## src/rtl/pipe_hazard_ctrl.sv

```systemverilog
// Hazard control for a 5-stage pipeline: Tuse/Tnew stall detection, E-stage
// forwarding selects, a mult/div busy tracker and a saturating stall counter.
module pipe_hazard_ctrl (
  input  logic        clk,
  input  logic        reset,
  input  logic [4:0]  D_Rs,
  input  logic [4:0]  D_Rt,
  input  logic [1:0]  D_TuseRs,
  input  logic [1:0]  D_TuseRt,
  input  logic        D_IsMD,
  input  logic [4:0]  E_Rs,
  input  logic [4:0]  E_Rt,
  input  logic [4:0]  E_A3,
  input  logic [4:0]  M_A3,
  input  logic [4:0]  W_A3,
  input  logic        E_RegWrite,
  input  logic        M_RegWrite,
  input  logic        W_RegWrite,
  input  logic [1:0]  E_Tnew,
  input  logic [1:0]  M_Tnew,
  input  logic        E_MDStart,
  input  logic        E_MDIsDiv,
  output logic        F_En,
  output logic        D_En,
  output logic        E_Clr,
  output logic        MD_Busy,
  output logic [1:0]  E_FwdRs,
  output logic [1:0]  E_FwdRt,
  output logic [15:0] StallCnt
);

  localparam logic [3:0]  MD_MULT_LAT   = 4'd5;
  localparam logic [3:0]  MD_DIV_LAT    = 4'd10;
  localparam logic [15:0] STALL_CNT_MAX = 16'hFFFF;

  localparam logic [1:0] FWD_NONE = 2'd0;
  localparam logic [1:0] FWD_M    = 2'd1;
  localparam logic [1:0] FWD_W    = 2'd2;

  logic [3:0]  md_cnt_q, md_cnt_d;
  logic        md_busy_q, md_busy_d;
  logic [15:0] stall_cnt_q, stall_cnt_d;

  logic e_wr, m_wr, w_wr;
  logic stall_rs, stall_rt, stall_md, stall;
  logic [1:0] fwd_rs, fwd_rt;

  // Register 0 is hardwired, so a write to it never creates a dependency.
  assign e_wr = E_RegWrite && (E_A3 != 5'd0);
  assign m_wr = M_RegWrite && (M_A3 != 5'd0);
  assign w_wr = W_RegWrite && (W_A3 != 5'd0);

  assign stall_rs = (e_wr && (D_Rs == E_A3) && (D_TuseRs < E_Tnew)) ||
                    (m_wr && (D_Rs == M_A3) && (D_TuseRs < M_Tnew));
  assign stall_rt = (e_wr && (D_Rt == E_A3) && (D_TuseRt < E_Tnew)) ||
                    (m_wr && (D_Rt == M_A3) && (D_TuseRt < M_Tnew));
  assign stall_md = D_IsMD && (md_busy_q || E_MDStart);
  assign stall    = stall_rs || stall_rt || stall_md;

  always_comb begin
    // NOTE: every always_comb output gets a default first so no path infers a latch.
    fwd_rs = FWD_NONE;
    fwd_rt = FWD_NONE;
    if (m_wr && (E_Rs == M_A3) && (M_Tnew == 2'd0)) fwd_rs = FWD_M;
    else if (w_wr && (E_Rs == W_A3))                fwd_rs = FWD_W;
    if (m_wr && (E_Rt == M_A3) && (M_Tnew == 2'd0)) fwd_rt = FWD_M;
    else if (w_wr && (E_Rt == W_A3))                fwd_rt = FWD_W;
  end

  always_comb begin
    md_cnt_d = md_cnt_q;
    if (md_cnt_q != 4'd0)  md_cnt_d = md_cnt_q - 4'd1;
    else if (E_MDStart)    md_cnt_d = E_MDIsDiv ? MD_DIV_LAT : MD_MULT_LAT;
    md_busy_d = (md_cnt_d != 4'd0);

    stall_cnt_d = stall_cnt_q;
    if (stall && (stall_cnt_q != STALL_CNT_MAX)) stall_cnt_d = stall_cnt_q + 16'd1;
  end

  always_ff @(posedge clk) begin
    // NOTE: state uses non-blocking assignments so every flop samples pre-edge values.
    if (!reset) begin
      md_cnt_q    <= 4'd0;
      md_busy_q   <= 1'b0;
      stall_cnt_q <= 16'd0;
    end else begin
      md_cnt_q    <= md_cnt_d;
      md_busy_q   <= md_busy_d;
      stall_cnt_q <= stall_cnt_d;
    end
  end

  // While reset is low the pipeline flushes: registers enabled, E bubbled, no forwarding.
  assign F_En     = !reset || !stall;
  assign D_En     = !reset || !stall;
  assign E_Clr    = !reset || stall;
  assign E_FwdRs  = reset ? fwd_rs : FWD_NONE;
  assign E_FwdRt  = reset ? fwd_rt : FWD_NONE;
  assign MD_Busy  = md_busy_q;
  assign StallCnt = stall_cnt_q;

endmodule

```

## config.mk

```make
export PLATFORM = sky130hd
export DESIGN_NAME = pipe_hazard_ctrl
export DESIGN_NICKNAME = d
export VERILOG_FILES = /design/src/rtl/pipe_hazard_ctrl.sv
export SDC_FILE = /design/constraint.sdc
export NUM_CORES = 1
export LEC_CHECK = 0
export ABC_CLOCK_PERIOD_IN_PS = 3100
export CAP_MARGIN = 20
export CORE_MARGIN = 5
export CORE_UTILIZATION = 30
export DETAILED_ROUTE_END_ITERATION = 6
export HOLD_SLACK_MARGIN = 0.1
export PLACE_DENSITY = 0.61
export RECOVER_POWER = 100
export SYNTH_ARGS = -nofsm -noshare
export SYNTH_HDL_FRONTEND = slang
export SYNTH_SLANG_ARGS = --single-unit
```

## constraint.sdc

```tcl
create_clock -name clk -period 3.1 [get_ports clk]
set_input_delay 0.62 -clock clk [delete_from_list [all_inputs] [get_ports clk]]
set_output_delay 0.62 -clock clk [all_outputs]
set_load 0.03 [all_outputs]
```

==> report_table.html, run 1 <==
<table>
<tr><th>Metric</th><th>Value</th></tr>
<tr><th colspan="2">Global route</th></tr>
<tr><td>Global-route wire length before repair</td><td>8.80 mm</td></tr>
<tr><td>Maximum number of pins on one net before global-route repair</td><td>24</td></tr>
<tr><td>Initial antenna violation count</td><td>0</td></tr>
<tr><td>GRT Overall Usage</td><td>13.8%</td></tr>
<tr><td>Via count of the first global-routing pass</td><td>1990</td></tr>
<tr><td>Congestion Overflow GR</td><td>0</td></tr>
<tr><th colspan="2">Critical path</th></tr>
<tr><td>R2r endpoint</td><td>StallCnt[15]</td></tr>
<tr><td>Arrival time of the worst setup path</td><td>2390 ps</td></tr>
<tr><td>R2r setup slk</td><td>1040 ps</td></tr>
<tr><td>Cells along the critical path</td><td>clkdlybuf4s50_1 -&gt; or4_1 -&gt; o21ai_2 -&gt; a21oi_2 -&gt; or3_4 -&gt; nand2_1 -&gt; buf_4</td></tr>
<tr><td>Maximum single-stage delay on the critical path</td><td>530 ps</td></tr>
<tr><td>Startpoint kind of the worst setup timing path</td><td>primary input</td></tr>
<tr><td>Critical path peak fanout</td><td>2</td></tr>
<tr><td>Element type at the critical path end</td><td>primary output</td></tr>
<tr><td>Critical path's top delay family</td><td>simple AND/OR/NAND/NOR gates</td></tr>
<tr><td>Crit path required time</td><td>2480 ps</td></tr>
<tr><td>Stages on the worst setup path</td><td>7</td></tr>
<tr><td>Cell depth of the worst flop-to-flop path</td><td>6</td></tr>
<tr><td>Buffer and inverter count on the worst path</td><td>2</td></tr>
<tr><td>Worst reg2reg startpoint</td><td>StallCnt[6]</td></tr>
<tr><td>Setup CP Type</td><td>in2out</td></tr>
<tr><td>Slowest cell on the critical path</td><td>sky130_fd_sc_hd__or4_1</td></tr>
<tr><th colspan="2">Route</th></tr>
<tr><td>Number of DRC markers in iteration 0</td><td>55</td></tr>
<tr><td>TritonRoute pass-1 iters</td><td>4</td></tr>
<tr><td>DRC violations left</td><td>0</td></tr>
<tr><td>Via density</td><td>5.02</td></tr>
<tr><td>Final wirelength</td><td>5.38 mm</td></tr>
<tr><td>DR vias</td><td>1963</td></tr>
<tr><td>Antenna Nets Post-Route</td><td>0</td></tr>
<tr><td>WL/cell</td><td>13.8 microns</td></tr>
<tr><th colspan="2">Die</th></tr>
<tr><td>Initial Util</td><td>30.9%</td></tr>
<tr><td>DIE AREA</td><td>7810 sq um</td></tr>
<tr><td>Die height</td><td>88.4 microns</td></tr>
<tr><td>Width of the die</td><td>88.4 microns</td></tr>
<tr><td>Row cnt</td><td>28</td></tr>
<tr><td>Count of boundary I/O pins</td><td>75</td></tr>
<tr><td>Area of the core</td><td>5960 sq um</td></tr>
<tr><th colspan="2">CTS</th></tr>
<tr><td>Clk pin slew, worst setup/hold paths</td><td>80 ps</td></tr>
<tr><td>Clock root buffer</td><td>sky130_fd_sc_hd__clkbuf_8</td></tr>
<tr><td>Clock insertion delay at the later pin of the skew report</td><td>270 ps</td></tr>
<tr><td>Number of sinks driven by the clock tree</td><td>21</td></tr>
<tr><td>Total CTS buffers</td><td>3</td></tr>
<tr><td>Clock tree from TritonCTS</td><td>built</td></tr>
<tr><td>CTS HTree Levels</td><td>1</td></tr>
<tr><td>Clock Path Buffers</td><td>2</td></tr>
<tr><td>Cts-stage hold buffer count</td><td>0</td></tr>
<tr><th colspan="2">Synthesis</th></tr>
<tr><td>Synth cell types</td><td>42</td></tr>
<tr><td>Post-Synthesis Cell Area</td><td>1840 sq um</td></tr>
<tr><td>Share of synthesized area occupied by flip-flops and latches</td><td>22.8%</td></tr>
<tr><td>Ys async rst share</td><td>0%</td></tr>
<tr><td>#FFs+latches synth</td><td>21</td></tr>
<tr><td>Synthesized instance count</td><td>226</td></tr>
<tr><td>Yosys warnings</td><td>0</td></tr>
<tr><td>EDFF count, synth</td><td>0</td></tr>
<tr><td>Synth Area per Inst</td><td>8.15 sq um</td></tr>
<tr><td>Number of nets in the synthesized netlist</td><td>283</td></tr>
<tr><td>Yosys top cell by area</td><td>sky130_fd_sc_hd__dfxtp_1</td></tr>
<tr><td>Most frequently used flop master after synthesis</td><td>sky130_fd_sc_hd__dfxtp_1</td></tr>
<tr><td>Most area-consuming cells after synthesis</td><td>sky130_fd_sc_hd__dfxtp_1, sky130_fd_sc_hd__xor2_1, sky130_fd_sc_hd__xnor2_1</td></tr>
<tr><td>Portion of synthesized cell area occupied by the leading cell type</td><td>22.8%</td></tr>
<tr><th colspan="2">STA</th></tr>
<tr><td>Setup repair after global routing missed its margin</td><td>false</td></tr>
<tr><td>Tmin final</td><td>3010 ps</td></tr>
<tr><td>Max Clock Skew</td><td>3.20 ps</td></tr>
<tr><td>Actual slew at the worst max-slew pin</td><td>496 ps</td></tr>
<tr><td>Final clock period utilization by the worst path</td><td>97.2%</td></tr>
<tr><td>Number of endpoints with negative hold slack in the final report</td><td>0</td></tr>
<tr><td>Count of endpoints failing setup in the final report</td><td>0</td></tr>
<tr><td>Max Freq</td><td>0.332 GHz</td></tr>
<tr><td>Setup Total Neg Slack</td><td>0 ps</td></tr>
<tr><td>Max_slew headroom</td><td>66.9%</td></tr>
<tr><td>Minimum setup slack in the final design</td><td>88.0 ps</td></tr>
<tr><td>Max-slew violation count</td><td>0</td></tr>
<tr><th colspan="2">Power</th></tr>
<tr><td>Leakage dissipation</td><td>1.14 nW</td></tr>
<tr><td>Total design power</td><td>0.968 mW</td></tr>
<tr><td>Highest ir drop seen on vdd</td><td>150 uV</td></tr>
<tr><td>Power density over the cells</td><td>339 nW/um^2</td></tr>
<tr><th colspan="2">Layout</th></tr>
<tr><td>Layout Nets</td><td>374</td></tr>
<tr><td>Number of non-filler instances in the completed layout</td><td>391</td></tr>
<tr><td>Share of the core filled with cells in the final layout</td><td>47.9%</td></tr>
<tr><td>Inserted Diodes</td><td>0</td></tr>
<tr><td>Share of final-layout standard cells stronger than drive strength 1</td><td>14.9%</td></tr>
<tr><td>Area added between synthesis and finish</td><td>54.9%</td></tr>
<tr><th colspan="2">Hold path</th></tr>
<tr><td>Number of cells on the worst hold path</td><td>2</td></tr>
<tr><td>Worst Hold Endpoint</td><td>StallCnt[8]</td></tr>
<tr><td>Kind of path behind the tightest hold check</td><td>reg2reg</td></tr>
<tr><td>Critical hold path startpoint</td><td>StallCnt[8]</td></tr>
<tr><th colspan="2">Placed design</th></tr>
<tr><td>Weighted congestion reported at the end of routability-driven placement</td><td>0.873</td></tr>
<tr><td>IO Port Bufs</td><td>74</td></tr>
<tr><td>Post-DP HPWL</td><td>4.43 mm</td></tr>
<tr><td>Inst Count DP</td><td>386</td></tr>
<tr><td>Setup slack after placement</td><td>-72.8 ps</td></tr>
<tr><th colspan="2">Job</th></tr>
<tr><td>Max-cap check violation count</td><td>0</td></tr>
<tr><th colspan="2">Run status</th></tr>
<tr><td>Status</td><td>complete, no violations</td></tr>
</table>
## sequential cells by signal (all words and copies together), names as in the netlist
signal and flops:
StallCnt 16, md_cnt_q 4, MD_Busy 1
## worst register-to-register path: cells and delay by family, from the launching register on
| kind | cells | cell delay [ps] |
|---|---|---|
| simple gates | 5 | 1390 |
| flops | 1 | 410 |
| mux | 1 | 200 |
## synthesized netlist by cell type (3+ instances only)
| library cell | instances |
|---|---|
| sky130_fd_sc_hd__a21oi_1 | 15 |
| sky130_fd_sc_hd__buf_2 | 3 |
| sky130_fd_sc_hd__buf_6 | 5 |
| sky130_fd_sc_hd__clkbuf_1 | 3 |
| sky130_fd_sc_hd__dfxtp_1 | 21 |
| sky130_fd_sc_hd__ha_1 | 6 |
| sky130_fd_sc_hd__inv_1 | 9 |
| sky130_fd_sc_hd__mux2i_1 | 6 |
| sky130_fd_sc_hd__nand2_1 | 13 |
| sky130_fd_sc_hd__nand2b_1 | 7 |
| sky130_fd_sc_hd__nand3_1 | 9 |
| sky130_fd_sc_hd__nand4_1 | 9 |
| sky130_fd_sc_hd__nor2_1 | 11 |
| sky130_fd_sc_hd__nor3_1 | 7 |
| sky130_fd_sc_hd__nor4_1 | 6 |
| sky130_fd_sc_hd__o21ai_0 | 6 |
| sky130_fd_sc_hd__o31ai_1 | 8 |
| sky130_fd_sc_hd__or4_1 | 13 |
| sky130_fd_sc_hd__xnor2_1 | 14 |
| sky130_fd_sc_hd__xor2_1 | 26 |
## metal layers
layer	vias to the layer above	wire length [microns]	global-route usage, %	part of all wire (%)
met5	-	0	0	0
met4	0	64	3.71	1.2
met3	7	443	2.89	8.2
met2	71	2510	24.3	47
met1	873	2360	17.1	44
li1	1012	-	-	-
## power by group
group	switching, mW	internal, mW
combinational	0.213	0.224
sequential	0.0394	0.302
clock	0.0998	0.0900
## how the worst max path moves through the flow
stage                     slack [ps]  startpoint          to
after floorplan                  110     M_A3[3]        F_En
after detailed placement         -70   M_Tnew[1]        F_En
final                             90     E_A3[1]        D_En
after global placement           -20   M_Tnew[1]       E_Clr
after CTS                        0.1     W_A3[4]  E_FwdRt[1]
after global routing              10   E_Tnew[1]        D_En
## through the flow
stage	hold slack [ps]	instance area, sq um
after CTS	488	2840
final	484	2860
after global routing	512	2860
after floorplan	502	1860
after global placement	473	2770
after detailed placement	479	2770
## area by class of cell
class | instances | area [sq um]
fillers | 601 | 3100
multi-input cells | 184 | 1330
repair buffers | 98 | 931
flip-flops and latches | 21 | 420
well taps | 75 | 93.8
clock buffers | 3 | 41.3
inverters | 9 | 33.8
clock inverters | 1 | 5.00
## layout by cell type, fill, tap and decap left out, types with 5 or more instances in the layout
master / count
sky130_fd_sc_hd__nor4_1: 5
sky130_fd_sc_hd__dlygate4sd3_1: 19
sky130_fd_sc_hd__inv_1: 9
sky130_fd_sc_hd__nor2_1: 11
sky130_fd_sc_hd__o31ai_1: 8
sky130_fd_sc_hd__nand2b_1: 7
sky130_fd_sc_hd__nand3_1: 9
sky130_fd_sc_hd__xor2_1: 26
sky130_fd_sc_hd__nor3_1: 6
sky130_fd_sc_hd__mux2i_1: 6
sky130_fd_sc_hd__nand4_1: 9
sky130_fd_sc_hd__xnor2_1: 14
sky130_fd_sc_hd__o21ai_0: 5
sky130_fd_sc_hd__clkdlybuf4s50_1: 38
sky130_fd_sc_hd__nand2_1: 13
sky130_fd_sc_hd__ha_1: 6
sky130_fd_sc_hd__a21oi_1: 14
sky130_fd_sc_hd__dlymetal6s2s_1: 7
sky130_fd_sc_hd__or4_1: 13
sky130_fd_sc_hd__dfxtp_1: 21
sky130_fd_sc_hd__buf_4: 24
## kinds of logic after synthesis
kind of cell               after synthesis  share of synthesized area, %
AOI/OAI and AO/OA                       43                          15.6
xor gates and xnor gates                40                          19.0
adders and majority gates                6                          4.07
buffers and inverters                   21                          6.72
DFF                                     21                          22.8
muxes                                    6                          3.26
and+or+nand+nor                         89                          28.5
## timing repair
item,4_1_cts,5_1_grt
pin swaps,4,9
endpoints found under the setup margin,4,7
resized for setup,6,17
setup buffers,1,0
(Power assumes the default switching activity.)
==> run 2: changes to the inputs <==
- CTS_CLUSTER_SIZE: unset -> 10
==> results of run 2 <==
The final DEF is identical to that of run 1; final timing and power are the same.
